===== src/rtl/vector_register_file.sv =====
// Vector register file: NUM_REGS x DATA_WIDTH, one combinational read port, one synchronous write.
// Optional same-cycle write-to-read forwarding when VRF_WRITE_BYPASS_EN is defined.
module vector_register_file #(
  parameter int unsigned NUM_REGS   = 2,
  parameter int unsigned DATA_WIDTH = 64,
  parameter int unsigned ADDR_WIDTH = $clog2(NUM_REGS)
) (
  input  logic                  clk,
  input  logic                  rst,
  input  logic                  WE,
  input  logic [ADDR_WIDTH-1:0] first_source_register,
  input  logic [ADDR_WIDTH-1:0] destination_register,
  input  logic [DATA_WIDTH-1:0] WD,
  output logic [DATA_WIDTH-1:0] RD
);

  logic [DATA_WIDTH-1:0] regs_q [NUM_REGS];
  logic [DATA_WIDTH-1:0] stored_rd;
  logic                  src_valid;

  // Out-of-range destinations match no entry, so they write nothing.
  always_ff @(posedge clk or posedge rst) begin
    if (rst) begin
      for (int unsigned i = 0; i < NUM_REGS; i++) begin
        regs_q[i] <= '0;
      end
    end else if (WE) begin
      for (int unsigned i = 0; i < NUM_REGS; i++) begin
        if (destination_register == ADDR_WIDTH'(i)) begin
          regs_q[i] <= WD;
        end
      end
    end
  end

  always_comb begin
    stored_rd = '0;
    src_valid = 1'b0;
    for (int unsigned i = 0; i < NUM_REGS; i++) begin
      if (first_source_register == ADDR_WIDTH'(i)) begin
        stored_rd = regs_q[i];
        src_valid = 1'b1;
      end
    end
  end

`ifdef VRF_WRITE_BYPASS_EN
  always_comb begin
    RD = stored_rd;
    if (!rst && WE && src_valid && (first_source_register == destination_register)) begin
      RD = WD;
    end
  end
`else
  logic unused_src_valid;
  assign unused_src_valid = src_valid;
  assign RD = stored_rd;
`endif

endmodule


===== config.mk =====
export PLATFORM = sky130hd
export DESIGN_NAME = vector_register_file
export DESIGN_NICKNAME = d
export VERILOG_FILES = /design/src/rtl/vector_register_file.sv
export SDC_FILE = /design/constraint.sdc
export NUM_CORES = 1
export LEC_CHECK = 0
export CORE_AREA = 2 2 95 166
export CTS_CLUSTER_DIAMETER = 60
export CTS_CLUSTER_SIZE = 8
export DETAILED_ROUTE_END_ITERATION = 7
export DIE_AREA = 0 0 97 168
export DONT_BUFFER_PORTS = 1
export HOLD_SLACK_MARGIN = 0.12
export PLACE_DENSITY_LB_ADDON = 0.1
export SETUP_SLACK_MARGIN = 0.15
export SYNTH_ARGS = -nofsm -noshare
export SYNTH_HDL_FRONTEND = slang
export SYNTH_SLANG_ARGS = --single-unit

===== constraint.sdc =====
create_clock -name clk -period 5.6 [get_ports clk]
set_clock_uncertainty 0.15 [all_clocks]
set_input_delay 1.12 -clock clk [delete_from_list [all_inputs] [get_ports clk]]
set_output_delay 1.12 -clock clk [all_outputs]
set_load 0.01 [all_outputs]

=== After elaboration in Yosys (flattened, before gate mapping) ===
Index checks and enable logic that the tools add are counted.
Widths: inputs -> output; s select.

* Muxes and demuxes: 1
* Bitwise logic cells: 1
* Reductions and logical operators: 2

{| class="wikitable"
|+ Operators by type and width
! cell !! number
|-
| $mux 64 || 1
|-
| $reduce_and 2->1 || 2
|-
| $not 1->1 || 1
|}

* Register bits after elaboration: 128
* Input bits: 69
* Output and inout port bits: 64
* Logic and storage cells: 6

=== Depth between registers and ports, before layout ===
* Depth in word-level cells: 2
* Mapped depth: 4
* Mapped depth without buffers: 2

=== Worst setup path before layout ===
Ideal clock, no wire load.

* Path type: input-to-output
* From: input first_source_register
* To: output RD[10]
* Arrival time: 1877 ps
* Required time: 4330 ps
* Setup slack: 2453 ps
* Stages on the path: 3
* Buffers on the path: 2
* Cells stage by stage: buf_2 > buf_2 > mux2_2

* Longest elaborated chain between the ends: 1

{| class="wikitable"
|+ Ends and longest elaborated chain
! element !! line !! RTL
|-
| start, declared || 11 || <nowiki>input logic [ADDR_WIDTH-1:0] first_source_register,</nowiki>
|-
| $mux 64 || 40 || <nowiki>if (first_source_register == ADDR_WIDTH'(i)) begin</nowiki>
|-
| end, declared || 14 || <nowiki>output logic [DATA_WIDTH-1:0] RD</nowiki>
|}

No other way between the ends.

=== Final worst setup path ===
* From: input first_source_register
* To: output RD[52]

Same word-level chain as after synthesis.

==> impl_results.html <==
<table>
<tr><th>Metric</th><th>Value</th></tr>
<tr><th colspan="2">Synth</th></tr>
<tr><td>Post-synthesis area per instance</td><td>17.16 µm²</td></tr>
<tr><td>Area share of the largest cell type after synthesis</td><td>54.41%</td></tr>
<tr><td>Syn_nets</td><td>412</td></tr>
<tr><td>Post-Synthesis Cell Area</td><td>0.005887 mm²</td></tr>
<tr><td>Number of synthesized register bits</td><td>128</td></tr>
<tr><td>Largest cells by area after synthesis</td><td>sky130_fd_sc_hd__dfrtp_1 (54%), sky130_fd_sc_hd__mux2_2 (24%), sky130_fd_sc_hd__mux2_4 (16%)</td></tr>
<tr><td>Synth Warn #</td><td>0</td></tr>
<tr><td>Cell taking the most area after synthesis</td><td>sky130_fd_sc_hd__dfrtp_1</td></tr>
<tr><td>Gate count after technology mapping</td><td>343</td></tr>
<tr><td>Part of the Yosys area used for sequential elements</td><td>54.41%</td></tr>
<tr><td>Number of distinct standard cells referenced by the synthesized netlist</td><td>11</td></tr>
<tr><th colspan="2">Route</th></tr>
<tr><td>First-pass iteration count of the detailed router</td><td>3</td></tr>
<tr><td>Via count</td><td>2812</td></tr>
<tr><td>Final routed DRC violation total</td><td>0</td></tr>
<tr><td>Total detailed-routing wirelength</td><td>11450 µm</td></tr>
<tr><td>Count of nets left with antenna violations after detail routing</td><td>0</td></tr>
<tr><td>Violation count after the first detailed-route iteration</td><td>79</td></tr>
<tr><td>Via/cell ratio</td><td>5.169</td></tr>
<tr><td>Detail-routed net length per standard cell</td><td>21.05 µm</td></tr>
<tr><th colspan="2">CTS</th></tr>
<tr><td>Insertion delay to the later sink of the worst-skew pair</td><td>0.40 ns</td></tr>
<tr><td>CTS-repair resized insts</td><td>0</td></tr>
<tr><td>Clock tree from TritonCTS</td><td>yes</td></tr>
<tr><td>Max H-tree Level</td><td>4</td></tr>
<tr><td>Count of hold buffers inserted by post-cts repair</td><td>0</td></tr>
<tr><td>Clock transition at the registers of the reported paths</td><td>0.05 ns</td></tr>
<tr><td>Total CTS buffers</td><td>17</td></tr>
<tr><td>Sinks on the clock net</td><td>128</td></tr>
<tr><td>Master cell of the clock root buffer</td><td>sky130_fd_sc_hd__clkbuf_16</td></tr>
<tr><td>Maximum count of clock buffers along a single path</td><td>2</td></tr>
<tr><td>Number of post-CTS setup repair buffers</td><td>0</td></tr>
<tr><th colspan="2">Global routing</th></tr>
<tr><td>Largest net degree at the start of global routing</td><td>84</td></tr>
<tr><td>Antenna violations before repair</td><td>0</td></tr>
<tr><td>GRT Util Overall</td><td>14.56%</td></tr>
<tr><td>Number of global-route vias before repair</td><td>3279</td></tr>
<tr><td>Overflow after GRT</td><td>0</td></tr>
<tr><td>Wire length of the first global-routing pass</td><td>18600 µm</td></tr>
<tr><th colspan="2">Run</th></tr>
<tr><td>Max Cap Violations</td><td>0</td></tr>
<tr><th colspan="2">Worst setup path</th></tr>
<tr><td>Buffers &amp; Inverters on Critical Path</td><td>0</td></tr>
<tr><td>Highest fanout seen on the critical path</td><td>64</td></tr>
<tr><td>Startpoint class of the critical path</td><td>input pin</td></tr>
<tr><td>Worst setup path category</td><td>input pin to primary output</td></tr>
<tr><td>Arrival time at the worst endpoint</td><td>1.53 ns</td></tr>
<tr><td>Required time of the critical path</td><td>4.33 ns</td></tr>
<tr><td>Worst setup EP type</td><td>primary output</td></tr>
<tr><td>Slowest CP cell</td><td>sky130_fd_sc_hd__mux2_2</td></tr>
<tr><td>Cell-by-cell trace of the critical path</td><td>mux2_2</td></tr>
<tr><td>CP top delay family</td><td>multiplexers</td></tr>
<tr><td>CP peak stage delay</td><td>0.38 ns</td></tr>
<tr><th colspan="2">STA</th></tr>
<tr><td>TNS Setup</td><td>0 ns</td></tr>
<tr><td>Setup violations, final</td><td>0</td></tr>
<tr><td>Least-Margin Pin Slew</td><td>1.055 ns</td></tr>
<tr><td>Final-report max-slew violation count</td><td>0</td></tr>
<tr><td>Final period util</td><td>50.01%</td></tr>
<tr><td>Final critical delay including setup and external delays</td><td>2.801 ns</td></tr>
<tr><td>Hold violation count in the final report</td><td>0</td></tr>
<tr><td>Worst slew margin</td><td>29.66%</td></tr>
<tr><td>Peak Freq</td><td>357.1 MHz</td></tr>
<tr><td>Final setup slack of the worst path</td><td>2.799 ns</td></tr>
<tr><td>Setup repair after global routing missed its margin</td><td>no</td></tr>
<tr><th colspan="2">Layout</th></tr>
<tr><td>Leading registers by flop count</td><td>regs_q x128</td></tr>
<tr><td>Syn-to-layout area delta</td><td>11.60%</td></tr>
<tr><td>Number of filler cells placed in the layout</td><td>1350</td></tr>
<tr><td>Antenna Diode Count</td><td>0</td></tr>
<tr><td>Number of flip-flops in the largest register</td><td>128</td></tr>
<tr><td>Final net count</td><td>414</td></tr>
<tr><td>Register containing the most flip-flops in the final layout</td><td>regs_q</td></tr>
<tr><td>Final instance count without filler cells</td><td>544</td></tr>
<tr><td>Layout cells sized above 1</td><td>63.13%</td></tr>
<tr><th colspan="2">Floorplan</th></tr>
<tr><td>Die span in x</td><td>97 µm</td></tr>
<tr><td>Count of standard-cell rows</td><td>60</td></tr>
<tr><td>Starting density of the core</td><td>39.01%</td></tr>
<tr><td>Top Ports</td><td>133</td></tr>
<tr><td>Vertical die dimension</td><td>168 µm</td></tr>
<tr><td>Area of the die</td><td>0.01630 mm²</td></tr>
<tr><td>Core area</td><td>0.01509 mm²</td></tr>
<tr><th colspan="2">Place</th></tr>
<tr><td>Placed wire-length estimate</td><td>7057 µm</td></tr>
<tr><td>Placer congestion estimate</td><td>0.7336</td></tr>
<tr><td>Placed insts</td><td>512</td></tr>
<tr><td>Placement Setup Slack</td><td>2.835 ns</td></tr>
<tr><td>Number of buffers inserted by port buffering</td><td>0</td></tr>
<tr><th colspan="2">Power and ir drop</th></tr>
<tr><td>Total power divided by cell area</td><td>420.9 mW/mm²</td></tr>
<tr><td>Total power of the final layout</td><td>2765 µW</td></tr>
<tr><td>Peak supply drop</td><td>0.0001859 V</td></tr>
<tr><td>Pleak</td><td>0.002864 µW</td></tr>
<tr><th colspan="2">Hold path</th></tr>
<tr><td>Tightest Hold Check Type</td><td>flip-flop to flip-flop</td></tr>
<tr><th colspan="2">Outcome</th></tr>
<tr><td>Outcome</td><td>finished clean</td></tr>
</table>
## logic make-up after synthesis
logic type	count (synthesis)	share of synthesized area, %
simple gates	2	0.4250
mux	192	40.81
flops	128	54.41
buf+inv	21	4.357
## routing by layer
| metal | track usage [%] | share of wire [%] | vias to the layer above |
|---|---|---|---|
| met4 | 5.756 | 1.7 | 0 |
| met2 | 25.72 | 54 | 85 |
| met1 | 15.81 | 38 | 1490 |
| li1 | - | - | 1225 |
| met5 | 0 | 0 | - |
| met3 | 5.230 | 6.6 | 12 |
## final cells by class
| cell class | instances | area, µm² | share of cell area [%] |
|---|---|---|---|
| Sequential cell | 128 | 3203 | 48.75 |
| Multi-Input combinational cell | 194 | 2427 | 36.95 |
| Clock buffer | 20 | 446.7 | 6.799 |
| Tap cell | 186 | 232.7 | 3.542 |
| Clock inverter | 12 | 231.5 | 3.523 |
| Timing Repair Buffer | 3 | 22.52 | 0.3428 |
| Inverter | 1 | 6.256 | 0.09522 |
## worst paths after layout
kind	startpoint	end	slack (ns)	cells after the start
max in group asynchronous	rst	regs_q[102]	3.46	2
setup / recovery	first_source_register	RD[52]	2.80	1
hold reg to reg	regs_q[43]	regs_q[43]	0.34	1
hold / removal	regs_q[43]	regs_q[43]	0.34	1
min in group asynchronous	rst	regs_q[80]	0.69	1
setup reg to reg	regs_q[67]	regs_q[67]	4.65	1
## report_power, final
part	switching, µW	internal, µW	leakage (µW)
clock	403	852	0.000325
combinational	152	223	0.00104
sequential	72.6	1060	0.00150
## per-stage QoR
stage / hold WS (ns) / instance area [µm²] / utilization (%)
2_1_floorplan: 0.3085 / 5887 / -
3_3_place_gp: 0.3193 / 5892 / 39.05
3_5_place_dp: 0.3310 / 5892 / 39.05
4_1_cts: 0.3436 / 6570 / 43.54
5_1_grt: 0.3625 / 6570 / 43.54
6_report: 0.3379 / 6570 / 43.54
## cells in the mapped netlist (all sizes together)
| library cell | n |
|---|---|
| buf | 16 |
| clkbuf | 4 |
| dfrtp | 128 |
| inv | 1 |
| mux2 | 192 |
| nand2 | 1 |
| nor2b | 1 |
## placed cells by master, fill, tap and decap left out, types with 2 or more instances in the layout
cell,count
sky130_fd_sc_hd__buf_4,3
sky130_fd_sc_hd__mux2_2,126
sky130_fd_sc_hd__dfrtp_1,128
sky130_fd_sc_hd__clkbuf_1,2
sky130_fd_sc_hd__bufinv_16,6
sky130_fd_sc_hd__mux2_1,2
sky130_fd_sc_hd__mux2_4,64
sky130_fd_sc_hd__clkbuf_16,17
sky130_fd_sc_hd__clkinv_4,4
(Power assumes the default switching activity.)
